### src/rtl/onehot_mux_pkg.sv
// Shared constants and helpers for the registered one-hot operand multiplexer.
package onehot_mux_pkg;

    // Select-decoding modes: STRICT needs exactly one bit, PRIORITY takes the highest set bit.
    localparam logic MODE_STRICT   = 1'b0;
    localparam logic MODE_PRIORITY = 1'b1;

    // Width of an index into n channels, never narrower than one bit.
    function automatic int idx_w(input int n);
        int w;
        w = $clog2(n);
        if (w < 1) begin
            w = 1;
        end
        return w;
    endfunction

endpackage

### src/rtl/onehot_encoder.sv
// Combinational select decoder: turns a one-hot (or priority) select into a channel index
// and reports whether the select pattern is legal for the chosen mode.
module onehot_encoder
    import onehot_mux_pkg::*;
#(
    parameter int NUM_IN = 8,
    parameter int IDX_W  = idx_w(NUM_IN)
) (
    input  logic [NUM_IN-1:0] s,
    input  logic              mode,
    output logic [IDX_W-1:0]  idx,
    output logic              legal
);

    int ones;

    // Scan upward so the highest set bit ends up as the index; count set bits alongside.
    always_comb begin
        ones  = 0;
        idx   = '0;
        legal = 1'b0;
        for (int k = 0; k < NUM_IN; k++) begin
            if (s[k]) begin
                idx  = IDX_W'(k);
                ones = ones + 1;
            end
        end
        if (mode == MODE_PRIORITY) begin
            legal = (s != '0);
        end else begin
            legal = (ones == 1);
        end
    end

endmodule

### src/rtl/onehot_mux_reg.sv
// Registered one-hot operand multiplexer with valid/ready handshake, illegal-select
// detection and a saturating error counter.
module onehot_mux_reg
    import onehot_mux_pkg::*;
#(
    parameter int WIDTH     = 16,
    parameter int NUM_IN    = 8,
    parameter int MODE      = 0,
    parameter int ERR_CNT_W = 8
) (
    input  logic                        CLK,
    input  logic                        RST_N,
    input  logic [NUM_IN-1:0]           S,
    input  logic [NUM_IN*WIDTH-1:0]     IN,
    input  logic                        IN_VALID,
    output logic                        IN_READY,
    output logic [WIDTH-1:0]            O,
    output logic [idx_w(NUM_IN)-1:0]    O_IDX,
    output logic                        O_VALID,
    input  logic                        O_READY,
    output logic                        SEL_ERR,
    output logic [ERR_CNT_W-1:0]        ERR_CNT,
    input  logic                        CLR_ERR
);

    localparam int   IDX_W    = idx_w(NUM_IN);
    localparam logic MODE_BIT = (MODE == 1) ? MODE_PRIORITY : MODE_STRICT;

    logic [IDX_W-1:0]     sel_idx;
    logic                 sel_legal;
    logic [WIDTH-1:0]     mux_data;
    logic                 in_ready;
    logic                 accept;

    logic [WIDTH-1:0]     o_d, o_q;
    logic [IDX_W-1:0]     o_idx_d, o_idx_q;
    logic                 o_valid_d, o_valid_q;
    logic                 sel_err_d, sel_err_q;
    logic [ERR_CNT_W-1:0] err_cnt_d, err_cnt_q;

    onehot_encoder #(
        .NUM_IN (NUM_IN),
        .IDX_W  (IDX_W)
    ) u_encoder (
        .s      (S),
        .mode   (MODE_BIT),
        .idx    (sel_idx),
        .legal  (sel_legal)
    );

    // AND-OR data mux steered by the decoded index, so exactly one channel reaches the register.
    always_comb begin
        mux_data = '0;
        for (int k = 0; k < NUM_IN; k++) begin
            mux_data |= IN[k*WIDTH +: WIDTH] & {WIDTH{sel_idx == IDX_W'(k)}};
        end
    end

    // The output slot frees up when it is empty or being drained this cycle.
    always_comb begin
        in_ready = !o_valid_q || O_READY;
        accept   = IN_VALID && in_ready;
    end

    // Next-state: load legal beats, drop illegal ones with an error pulse, hold under backpressure.
    always_comb begin
        o_d       = o_q;
        o_idx_d   = o_idx_q;
        o_valid_d = o_valid_q && !O_READY;
        sel_err_d = 1'b0;
        err_cnt_d = err_cnt_q;
        if (accept) begin
            if (sel_legal) begin
                o_d       = mux_data;
                o_idx_d   = sel_idx;
                o_valid_d = 1'b1;
            end else begin
                o_valid_d = 1'b0;
                sel_err_d = 1'b1;
                if (err_cnt_q != '1) begin
                    err_cnt_d = err_cnt_q + 1'b1;
                end
            end
        end
        if (CLR_ERR) begin
            err_cnt_d = '0;
        end
    end

    // Output and error registers with synchronous active-low reset.
    always_ff @(posedge CLK) begin
        if (!RST_N) begin
            o_q       <= '0;
            o_idx_q   <= '0;
            o_valid_q <= 1'b0;
            sel_err_q <= 1'b0;
            err_cnt_q <= '0;
        end else begin
            o_q       <= o_d;
            o_idx_q   <= o_idx_d;
            o_valid_q <= o_valid_d;
            sel_err_q <= sel_err_d;
            err_cnt_q <= err_cnt_d;
        end
    end

    assign IN_READY = in_ready;
    assign O        = o_q;
    assign O_IDX    = o_idx_q;
    assign O_VALID  = o_valid_q;
    assign SEL_ERR  = sel_err_q;
    assign ERR_CNT  = err_cnt_q;

endmodule

### config.mk
export PLATFORM = sky130hd
export DESIGN_NAME = onehot_mux_reg
export DESIGN_NICKNAME = d
export VERILOG_FILES = /design/src/rtl/onehot_mux_pkg.sv /design/src/rtl/onehot_encoder.sv /design/src/rtl/onehot_mux_reg.sv
export SDC_FILE = /design/constraint.sdc
export NUM_CORES = 1
export LEC_CHECK = 0
export ABC_AREA = 1
export CORE_ASPECT_RATIO = 0.75
export CORE_MARGIN = 10
export CORE_UTILIZATION = 43
export DETAILED_ROUTE_END_ITERATION = 16
export PLACE_DENSITY = 0.92
export SYNTH_ARGS = -nofsm -noshare
export SYNTH_HDL_FRONTEND = slang
export SYNTH_HIERARCHICAL = 1
export SYNTH_SLANG_ARGS = --single-unit
### constraint.sdc
create_clock -name CLK -period 14.3 [get_ports CLK]
set_input_delay 2.145 -clock CLK [delete_from_list [all_inputs] [get_ports CLK]]
set_output_delay 2.145 -clock CLK [all_outputs]
set_load 0.02 [all_outputs]
==> results.sh <==
export IMPL_status="complete, no violations"
export IMPL_p_total_mw=0.290
export IMPL_setup_tns_ns=0
export IMPL_cts_htree_levels=2
export IMPL_worst_pin_slew_ns=0.892
export IMPL_whs_endpoint="ERR_CNT[7]$_SDFFE_PP0P_"
export IMPL_drcViolationCount=0
export IMPL_p_leak_nw=2.33
export IMPL_rows=26
export IMPL_synth_area_leaders="dfxtp_1 18%, nand4_1 15%, nand2_1 14%, nand3_1 12%, nor2_1 9.4%"
export IMPL_max_slew_margin_pct=40.4
export IMPL_dp_hpwl_mm=10.6
export IMPL_drive_above_1_share_pct=5.23
export IMPL_async_flop_share_pct=0
export IMPL_cp_required_ns=14.48
export IMPL_swShare_pct=34.3
export IMPL_gp_congestion=0.914
export IMPL_r2r_end="O[12]$_SDFFE_PN0P_"
export IMPL_cts_resized=0
export IMPL_syn_instance_count=560
export IMPL_wirelength_mm=13.5
export IMPL_antenna_found_initial=0
export IMPL_slew_viol_final=0
export IMPL_clkPwrFrac_pct=22.9
export IMPL_cts_root_buf="clkbuf_8"
export IMPL_cts_hold_buffers_added=0
export IMPL_fmax_mhz=131
export IMPL_post_drt_wl_per_cell_um=16.8
export IMPL_drt_iter0_drc=303
export IMPL_post_cts_setup_buffers=0
export IMPL_cts_sinks=29
export IMPL_synth_area_sq_mm=0.00316
export IMPL_diodes=0
export IMPL_syn_to_final_growth_pct=56.3
export IMPL_grt_pass1_vias=4303
export IMPL_ys_types=29
export IMPL_critPathKind="in2reg"
export IMPL_synth_top_cell_area_share_pct=18.4
export IMPL_whs_ns=0.533
export IMPL_rr_startpoint="O_VALID$_SDFF_PN0_"
export IMPL_coreArea_sq_mm=0.00696
export IMPL_yosys_warnings=6
export IMPL_nFillCells=594
export IMPL_clkLatencyLatePin_ns=0.28
export IMPL_min_path_cells=2
export IMPL_gr_total_overflow=0
export IMPL_max_stage_delay_ns=0.49
export IMPL_cts_tree="yes"
export IMPL_power_frac_seq_pct=31.1
export IMPL_grt_pass1_wl_mm=21.6
export IMPL_setup_viol=0
export IMPL_fin_skew_ns=0.00284
export IMPL_p_switching_mw=0.0994
export IMPL_vias_per_cell=5.41
export IMPL_grt_max_degree=64
export IMPL_cellPowerDensity_mw_per_mm2=58.9
export IMPL_synth_edf_count=0
export IMPL_dieArea_sq_mm=0.0112
export IMPL_avgSynthCellArea_sq_um=5.63
export IMPL_ys_ff_latch=29
export IMPL_synth_top_area_cell="dfxtp_1"
export IMPL_max_cap_viol_count=0
export IMPL_yosys_top_cells_count="118 x nand2_1, 79 x nor2_1, 76 x nand4_1, 73 x nand3_1, 64 x inv_1"
export IMPL_die_width_um=119
export IMPL_hold_start="ERR_CNT[7]$_SDFFE_PP0P_"
export IMPL_cts_buffer_depth=2
export IMPL_synth_top_flop_cell="dfxtp_1"
export IMPL_cts_buffers=5
export IMPL_vdd_ir_drop_max_mv=0.0378
export IMPL_antenna_left=0
export IMPL_fin_crit_sh_pct=53.3
export IMPL_p_int_mw=0.191
export IMPL_cp_slowest_cell="clkdlybuf4s50_1"
export IMPL_port_buffers=170
export IMPL_grt_util_all_layers_pct=23.2
export IMPL_top_level_ports=171
export IMPL_hold_viol_final=0
export IMPL_crit_arrival_ns=7.80
export IMPL_cp_max_fo=23
export IMPL_ys_seq_area_share_pct=18.4
export IMPL_nets=857
export IMPL_yosysMostFrequentCell="nand2_1"
export IMPL_period_needed_ns=7.63
export IMPL_start_util_pct=45.3
export IMPL_rsz0062_at_grt="no"
export IMPL_end_kind="flip-flop"
export IMPL_die_h_um=94.2
export IMPL_vias=4358
export IMPL_reg2reg_slack_ns=12.64
export IMPL_first_pass_iters=5
export IMPL_hold_class="reg2reg"
export IMPL_cp_start_kind="primary input"
export IMPL_reg2reg_depth=7
export IMPL_path_clk_slew_ns=0.06
export IMPL_pwr_share_comb_pct=46.0
kinds of logic after synthesis:
family / count (synthesis) / share of synthesized area [%]
other cells: 1 / 0.119
flops: 29 / 18.4
fa+ha+maj: 9 / 3.57
xor+xnor: 3 / 0.833
simple gates: 367 / 54.8
buf+inv: 107 / 14.3
compound gates: 44 / 7.93
area by class of cell:
| cell class | instances | area, sq um | share of cell area (%) |
|---|---|---|---|
| multi-input cells | 425 | 2140 | 43.5 |
| repair buffers | 173 | 1720 | 35.0 |
| flip-flops and latches | 29 | 581 | 11.8 |
| inverters | 73 | 274 | 5.56 |
| well taps | 98 | 123 | 2.49 |
| clock buffers | 7 | 86.3 | 1.75 |
sequential cells by signal, summed over array words and instances (netlist names):
name	count
O	16
ERR_CNT	8
O_IDX	3
O_VALID	1
SEL_ERR	1
routing by layer:
metal / global-route usage (%) / up-vias / part of all wire (%)
met4: 7.61 / 0 / 2.6
met3: 8.05 / 28 / 12
met2: 38.6 / 246 / 46
met1: 27.6 / 1928 / 40
li1: - / 2156 / -
met5: 0 / - / 0
cells in the final DEF (no fill, tap or decap), drive strengths merged:
cell           instances
o21a                  11
nand3b                 2
conb                   2
clkbuf                 7
dfxtp                 29
and2                   2
ha                     9
xnor2                  1
nand4                 76
inv                   73
clkdlybuf4s50        170
buf                    3
or2                    3
nand3                 76
o21ai                 16
xor2                   2
nand2                127
nor2                  81
a21oi                 16
o211ai                 1
worst max path at each step:
stage	from	endpoint	slack, ns	cells after the start
detailed placement	S[0]	O[12]$_SDFFE_PN0P_	6.48	38
global route	S[0]	O[12]$_SDFFE_PN0P_	6.28	38
global placement	S[0]	O[12]$_SDFFE_PN0P_	6.72	38
CTS	S[0]	O[12]$_SDFFE_PN0P_	6.75	38
finish	S[0]	O[12]$_SDFFE_PN0P_	6.67	38
floorplan	S[0]	O[7]$_SDFFE_PN0P_	7.71	37
power by group through the flow:
stage | Sequential, mW | Combinational [mW] | Clock [mW]
6_report | 0.0904 | 0.134 | 0.0664
5_1_grt | 0.0909 | 0.147 | 0.0714
4_1_cts | 0.0902 | 0.133 | 0.0670
3_5_place_dp | 0.0917 | 0.132 | 0
3_3_place_gp | 0.0917 | 0.128 | 0
2_1_floorplan | 0.0976 | 0.0605 | 0
metrics by stage:
stage / worst slack (ns) / cell area [sq um] / cells / util, %
after floorplan: 7.71 / 3160 / 561 / -
after global placement: 6.72 / 4840 / 798 / 69.6
after detailed placement: 6.48 / 4840 / 798 / 69.6
after CTS: 6.75 / 4930 / 805 / 70.8
after global routing: 6.28 / 4930 / 805 / 70.8
final: 6.67 / 4930 / 805 / 70.8
critical path, delay by kind of cell:
| kind | cells | cell delay (ns) |
|---|---|---|
| buf+inv | 11 | 1.44 |
| simple gates | 20 | 2.53 |
| compound gates | 1 | 0.11 |
| fa+ha+maj | 6 | 1.60 |
(Power assumes the default switching activity.)
